$ cat src/rtl/adc_cmd_controller_pkg.sv
// Shared encodings for the ADC command controller: opcodes, reply bytes and FSM states.
package adc_cmd_controller_pkg;

  typedef enum logic [2:0] {
    ST_IDLE,
    ST_DECODE,
    ST_ARG_WAIT,
    ST_ADC_START,
    ST_ADC_WAIT,
    ST_TX_HDR,
    ST_TX_DATA,
    ST_TX_ERR
  } state_t;

  localparam logic [3:0] OP_GET_ADC        = 4'h1;
  localparam logic [3:0] OP_SHUTTER        = 4'h2;
  localparam logic [3:0] OP_BURST          = 4'h3;
  localparam logic [3:0] ARG_SHUTTER_OPEN  = 4'h0;
  localparam logic [3:0] ARG_SHUTTER_CLOSE = 4'h1;
  localparam logic [3:0] HDR_NIBBLE        = 4'hA;
  localparam logic [7:0] ERR_CMD           = 8'hEE;
  localparam logic [7:0] ERR_TIMEOUT       = 8'hEF;

  function automatic logic ch_valid(input logic [3:0] ch, input int num_ch);
    return int'({28'd0, ch}) < num_ch;
  endfunction

endpackage

$ cat src/rtl/adc_cmd_controller_servo_pwm.sv
// Servo PWM generator: free-running counter, duty latched only at the counter wrap so
// a pulse in progress is never cut short or stretched.
module adc_cmd_controller_servo_pwm #(
  parameter int         CNT_W      = 18,
  parameter logic [7:0] RESET_DUTY = 8'h96
) (
  input  logic       clk,
  input  logic       rst_n,
  input  logic [7:0] duty,
  output logic       pwm
);

  logic [CNT_W-1:0] cnt_reg;
  logic [7:0]       duty_reg;

  always_ff @(posedge clk) begin
    if (!rst_n) begin
      cnt_reg  <= '0;
      duty_reg <= RESET_DUTY;
      pwm      <= 1'b0;
    end else begin
      cnt_reg <= cnt_reg + 1'b1;
      if (&cnt_reg) begin
        duty_reg <= duty;
      end
      pwm <= (cnt_reg[CNT_W-1 -: 8] <= duty_reg);
    end
  end

endmodule

$ cat src/rtl/adc_cmd_controller.sv
// Host command sequencer: pops command bytes from the rx FIFO, runs single or burst ADC
// conversions, frames the results into the tx FIFO and drives the shutter servo.
module adc_cmd_controller
  import adc_cmd_controller_pkg::*;
#(
  parameter int         NUM_CH      = 8,
  parameter int         ADC_W       = 32,
  parameter int         TIMEOUT     = 4096,
  parameter int         PWM_CNT_W   = 18,
  parameter logic [7:0] OPEN_DUTY   = 8'h50,
  parameter logic [7:0] CLOSED_DUTY = 8'h96
) (
  input  logic             clk,
  input  logic             rst_n,
  input  logic [7:0]       rx_rdata,
  input  logic             rx_rempty,
  output logic             rx_rinc,
  output logic [7:0]       tx_wdata,
  output logic             tx_winc,
  input  logic             tx_wfull,
  output logic             adc_sample,
  output logic [3:0]       adc_ch,
  input  logic             adc_busy,
  input  logic [ADC_W-1:0] adc_data,
  output logic             pwm_shutter,
  output logic             busy
);

  localparam int DATA_BYTES = ADC_W / 8;
  localparam int IDX_W      = (DATA_BYTES > 1) ? $clog2(DATA_BYTES) : 1;
  localparam int TMO_W      = (TIMEOUT > 1) ? $clog2(TIMEOUT) : 1;
  localparam logic [IDX_W-1:0] LAST_IDX = IDX_W'(DATA_BYTES - 1);
  localparam logic [TMO_W-1:0] TMO_LAST = TMO_W'(TIMEOUT - 1);

  state_t           state_reg;
  logic [7:0]       cmd_reg;
  logic [3:0]       adc_ch_reg;
  logic [7:0]       burst_reg;
  logic [IDX_W-1:0] byte_idx_reg;
  logic [TMO_W-1:0] tmo_reg;
  logic [ADC_W-1:0] data_reg;
  logic [7:0]       err_reg;
  logic             shutter_open_reg;
  logic [7:0]       data_bytes [DATA_BYTES];

  wire [3:0] cmd_op  = cmd_reg[7:4];
  wire [3:0] cmd_arg = cmd_reg[3:0];
  wire       arg_ok  = ch_valid(cmd_arg, NUM_CH);
  wire       tx_state = (state_reg == ST_TX_HDR) || (state_reg == ST_TX_DATA) ||
                        (state_reg == ST_TX_ERR);

  for (genvar gi = 0; gi < DATA_BYTES; gi++) begin : g_data_bytes
    assign data_bytes[gi] = data_reg[8*gi +: 8];
  end

  // Handshakes are gated by the live FIFO flags so a pop or push can never hit an
  // empty/full FIFO, and by rst_n so nothing moves while the FSM is held in reset.
  assign rx_rinc    = rst_n && !rx_rempty &&
                      ((state_reg == ST_IDLE) || (state_reg == ST_ARG_WAIT));
  assign tx_winc    = rst_n && !tx_wfull && tx_state;
  assign adc_sample = (state_reg == ST_ADC_START);
  assign adc_ch     = adc_ch_reg;
  assign busy       = (state_reg != ST_IDLE);

  always_comb begin
    tx_wdata = 8'h00;
    case (state_reg)
      ST_TX_HDR:  tx_wdata = {HDR_NIBBLE, adc_ch_reg};
      ST_TX_DATA: tx_wdata = data_bytes[byte_idx_reg];
      ST_TX_ERR:  tx_wdata = err_reg;
      default:    tx_wdata = 8'h00;
    endcase
  end

  always_ff @(posedge clk) begin
    if (!rst_n) begin
      state_reg        <= ST_IDLE;
      cmd_reg          <= '0;
      adc_ch_reg       <= '0;
      burst_reg        <= '0;
      byte_idx_reg     <= '0;
      tmo_reg          <= '0;
      data_reg         <= '0;
      err_reg          <= '0;
      shutter_open_reg <= 1'b0;
    end else begin
      case (state_reg)
        ST_IDLE: begin
          if (!rx_rempty) begin
            cmd_reg   <= rx_rdata;
            state_reg <= ST_DECODE;
          end
        end

        ST_DECODE: begin
          tmo_reg <= '0;
          if (cmd_op == OP_GET_ADC && arg_ok) begin
            adc_ch_reg <= cmd_arg;
            burst_reg  <= '0;
            state_reg  <= ST_ADC_START;
          end else if (cmd_op == OP_BURST && arg_ok) begin
            adc_ch_reg <= cmd_arg;
            state_reg  <= ST_ARG_WAIT;
          end else if (cmd_op == OP_SHUTTER && cmd_arg == ARG_SHUTTER_OPEN) begin
            shutter_open_reg <= 1'b1;
            state_reg        <= ST_IDLE;
          end else if (cmd_op == OP_SHUTTER && cmd_arg == ARG_SHUTTER_CLOSE) begin
            shutter_open_reg <= 1'b0;
            state_reg        <= ST_IDLE;
          end else begin
            err_reg   <= ERR_CMD;
            state_reg <= ST_TX_ERR;
          end
        end

        ST_ARG_WAIT: begin
          if (!rx_rempty) begin
            burst_reg <= rx_rdata;
            tmo_reg   <= '0;
            state_reg <= ST_ADC_START;
          end
        end

        ST_ADC_START: begin
          if (adc_busy) begin
            tmo_reg   <= '0;
            state_reg <= ST_ADC_WAIT;
          end else if (tmo_reg == TMO_LAST) begin
            err_reg   <= ERR_TIMEOUT;
            state_reg <= ST_TX_ERR;
          end else begin
            tmo_reg <= tmo_reg + 1'b1;
          end
        end

        ST_ADC_WAIT: begin
          if (!adc_busy) begin
            data_reg     <= adc_data;
            byte_idx_reg <= '0;
            state_reg    <= ST_TX_HDR;
          end else if (tmo_reg == TMO_LAST) begin
            err_reg   <= ERR_TIMEOUT;
            state_reg <= ST_TX_ERR;
          end else begin
            tmo_reg <= tmo_reg + 1'b1;
          end
        end

        ST_TX_HDR: begin
          if (!tx_wfull) begin
            state_reg <= ST_TX_DATA;
          end
        end

        // burst_reg counts the samples still owed after the current one
        ST_TX_DATA: begin
          if (!tx_wfull) begin
            if (byte_idx_reg == LAST_IDX) begin
              if (burst_reg == 8'd0) begin
                state_reg <= ST_IDLE;
              end else begin
                burst_reg <= burst_reg - 1'b1;
                tmo_reg   <= '0;
                state_reg <= ST_ADC_START;
              end
            end else begin
              byte_idx_reg <= byte_idx_reg + 1'b1;
            end
          end
        end

        ST_TX_ERR: begin
          if (!tx_wfull) begin
            state_reg <= ST_IDLE;
          end
        end

        default: state_reg <= ST_IDLE;
      endcase
    end
  end

  adc_cmd_controller_servo_pwm #(
    .CNT_W      (PWM_CNT_W),
    .RESET_DUTY (CLOSED_DUTY)
  ) u_servo_pwm (
    .clk   (clk),
    .rst_n (rst_n),
    .duty  (shutter_open_reg ? OPEN_DUTY : CLOSED_DUTY),
    .pwm   (pwm_shutter)
  );

endmodule

$ cat config.mk
export PLATFORM = sky130hd
export DESIGN_NAME = adc_cmd_controller
export DESIGN_NICKNAME = d
export VERILOG_FILES = /design/src/rtl/adc_cmd_controller_pkg.sv /design/src/rtl/adc_cmd_controller_servo_pwm.sv /design/src/rtl/adc_cmd_controller.sv
export SDC_FILE = /design/constraint.sdc
export NUM_CORES = 1
export LEC_CHECK = 0
export CAP_MARGIN = 30
export CORE_MARGIN = 2
export CORE_UTILIZATION = 55
export CTS_CLUSTER_DIAMETER = 150
export DETAILED_ROUTE_END_ITERATION = 10
export PLACE_DENSITY = 0.83
export SKIP_LAST_GASP = 1
export SLEW_MARGIN = 25
export SYNTH_ARGS = -nofsm -noshare
export SYNTH_HDL_FRONTEND = slang
export SYNTH_SLANG_ARGS = --single-unit
$ cat constraint.sdc
create_clock -name clk -period 1.96 [get_ports clk]
set_input_delay 0.294 -clock clk [delete_from_list [all_inputs] [get_ports clk]]
set_output_delay 0.294 -clock clk [all_outputs]
set_load 0.01 [all_outputs]
==> impl_metrics.toml <==
[logic_synthesis]
ys_seq_area_share_pct = 40.3
async_reset_ff_share_pct = 0
synthCells = 555
postSynthAreaPerCell_sq_um = 8.32
synth-main-ff-cell = "dfxtp_1"
ys_ff_latch = 93
synthesis.nets = 609
synth.yosys.warnings = 0
ys_types = 59
synth_edf_count = 0
syn_area_sq_um = 4620

[clocking]
numCtsBuffers = 9
cts_tree = "built"
clock_latency_ns = 0.37
cts.sinks = 93
cts_buffer_depth = 2
path_clk_slew_ns = 0.09
root_buffer = "clkbuf_8"
htreeDepth = 3

[sta]
maxSlewViolCount = 0
relSlewSlack_pct = 64.8
worstMarginPinSlew_ns = 0.527
skew_ns = 0.00715
setup_viol = 9
hold_violations = 0
fin_crit_ns = 2.04
setup_slack_ns = -0.0825
rsz0062_at_grt = "yes"
period_share_pct = 104
clock.fmax_mhz = 490

[status]
violations = "negative setup slack"
status = "finished, violations left"

[pwr]
p_per_area_nw_per_um2 = 976
total_power_mw = 5.74
irDropWorstVdd_v = 0.000493
power.leakage_nw = 2.17

[global_routing]
grt_max_degree = 49
grt.busiest_layer = "met2"
grt_pass1_vias = 4248
overflow = 0
grt_use_met2_pct = 45.3
antenna_found_initial = 0
met1_usage_pct = 35.0
use_met3_pct = 4.35
grtUsageTotal_pct = 27.7
grt_pass1_wl_microns = 19700

[critical_path]
cp_max_fo = 5
start_kind = "register"
ff2ff_path_depth = 9
crit_required_ns = 1.67
worstPathArrival_ns = 1.75
path_class = "reg2out"
r2r_end = "tmo_reg[5]"
crit_start = "byte_idx_reg[0]"
r2r-start = "byte_idx_reg[0]"
endpoint_kind = "output port"
r2r_slack_ns = -0.02

[place]
pre_cts_slack_ns = -0.104
placement.io_buffers = 61
place_congestion = 0.886
post_dp_cell_area_sq_um = 5600
hpwlAfterDp_microns = 8560
dp.cells = 742

[routing]
drc = 0
vias = 4591
postRouteAntennaNets = 0
wl_microns = 12500
dr.pass1.iters = 5
drt_iter0_markers = 323
routedWlPerCell_microns = 16.3
viasPerCell = 6.00

[layout]
layout_common_cells = "nand2_1 (91), dfxtp_1 (89), a21oi_1 (61)"
fin_area_sq_um = 5880
fin_cells = 765
diodes = 0
layout_commonest_cell = "nand2_1"
fin_nets = 709
largest_reg_flops = 32
drive_gt1_share_pct = 17.7
final_util_pct = 72.0
area_delta_synth_final_pct = 27.4

[flow_run]
maxCapViolations = 0

[worst_hold_path]
holdPathStages = 2
hold_class = "reg2reg"
holdPathEnd = "data_reg[24]"
worstHoldStart = "data_reg[24]"

[floorplan]
die_height_microns = 95.6
core-area_sq_um = 8180
dieArea_sq_um = 9150
num_rows = 33
initial_utilization_pct = 56.5
die_w_microns = 95.6
ios = 62
-- repair_timing --
action | 4_1_cts | 5_1_grt
pin swaps | 5 | 7
hold buffers | 0 | 0
buffers inserted | 2 | 5
gates resized for setup | 45 | 15
endpoints found under the setup margin | 12 | 13
-- cell families (layout without fill, tap and decap cells) --
group / Yosys count / count (layout) / synth area share (%)
DFF: 93 / 93 / 40.3
AOI/OAI and AO/OA: 130 / 130 / 17.2
and+or+nand+nor: 238 / 238 / 25.3
adders and majority gates: 9 / 9 / 2.44
buffers and inverters: 46 / 151 / 4.66
muxes: 21 / 21 / 6.72
xor gates and xnor gates: 18 / 18 / 3.41
-- worst max path at each step --
stage | endpoint | slack (ns) | cells past startpoint
finish | tx_wdata[0] | -0.08 | 6
global route | tx_wdata[0] | -0.14 | 6
CTS | tx_wdata[1] | -0.13 | 5
detailed placement | tx_winc | -0.10 | 4
global placement | tx_winc | -0.11 | 4
floorplan | tx_wdata[2] | 0.28 | 4
-- layout make-up --
cell class	count	area, sq um
Sequential cell	93	1870
Multi-Input combinational cell	416	2600
Inverter	17	63.8
Clock buffer	10	138
Fill cell	604	2290
Timing Repair Buffer	118	1040
Clock inverter	6	45.0
Tap cell	105	131
-- synthesized netlist by cell type, types with 10 or more instances --
cell type,instances,area [sq um]
dfxtp_1,93,1860
nand2_1,93,349
a21oi_1,63,315
nor2_1,58,218
inv_1,16,60.1
nand3_1,16,80.1
o21ai_0,16,80.1
clkbuf_1,14,52.6
mux2i_1,13,130
xnor2_1,12,105
nor3_1,11,55.1
and3_1,10,62.6
-- worst max-delay path: stages (launching register included) --
cell	delay (ns)
dfxtp_2	0.35
buf_6	0.13
buf_6	0.09
mux4_2	0.49
a21oi_2	0.13
nor2_1	0.05
buf_2	0.14
-- layer usage --
layer / up-vias / part of all wire, % / wire (microns)
li1: 2182 / - / -
met2: 197 / 48 / 6050
met3: 46 / 6.6 / 822
met1: 2166 / 41 / 5150
met4: 0 / 3.7 / 463
met5: - / 0 / 0
-- report_power, final --
| group | internal [mW] | switching, mW |
|---|---|---|
| clock | 0.505 | 0.712 |
| sequential | 2.06 | 0.170 |
| combinational | 1.05 | 1.25 |
-- per-stage QoR --
step           hold slack (ns)  setup TNS, ns
2_1_floorplan            0.430              0
3_3_place_gp             0.440         -0.256
3_5_place_dp             0.450         -0.407
4_1_cts                  0.452         -0.447
5_1_grt                  0.458          -1.12
6_report                 0.460         -0.371
Power figures use the tool's default switching activity.
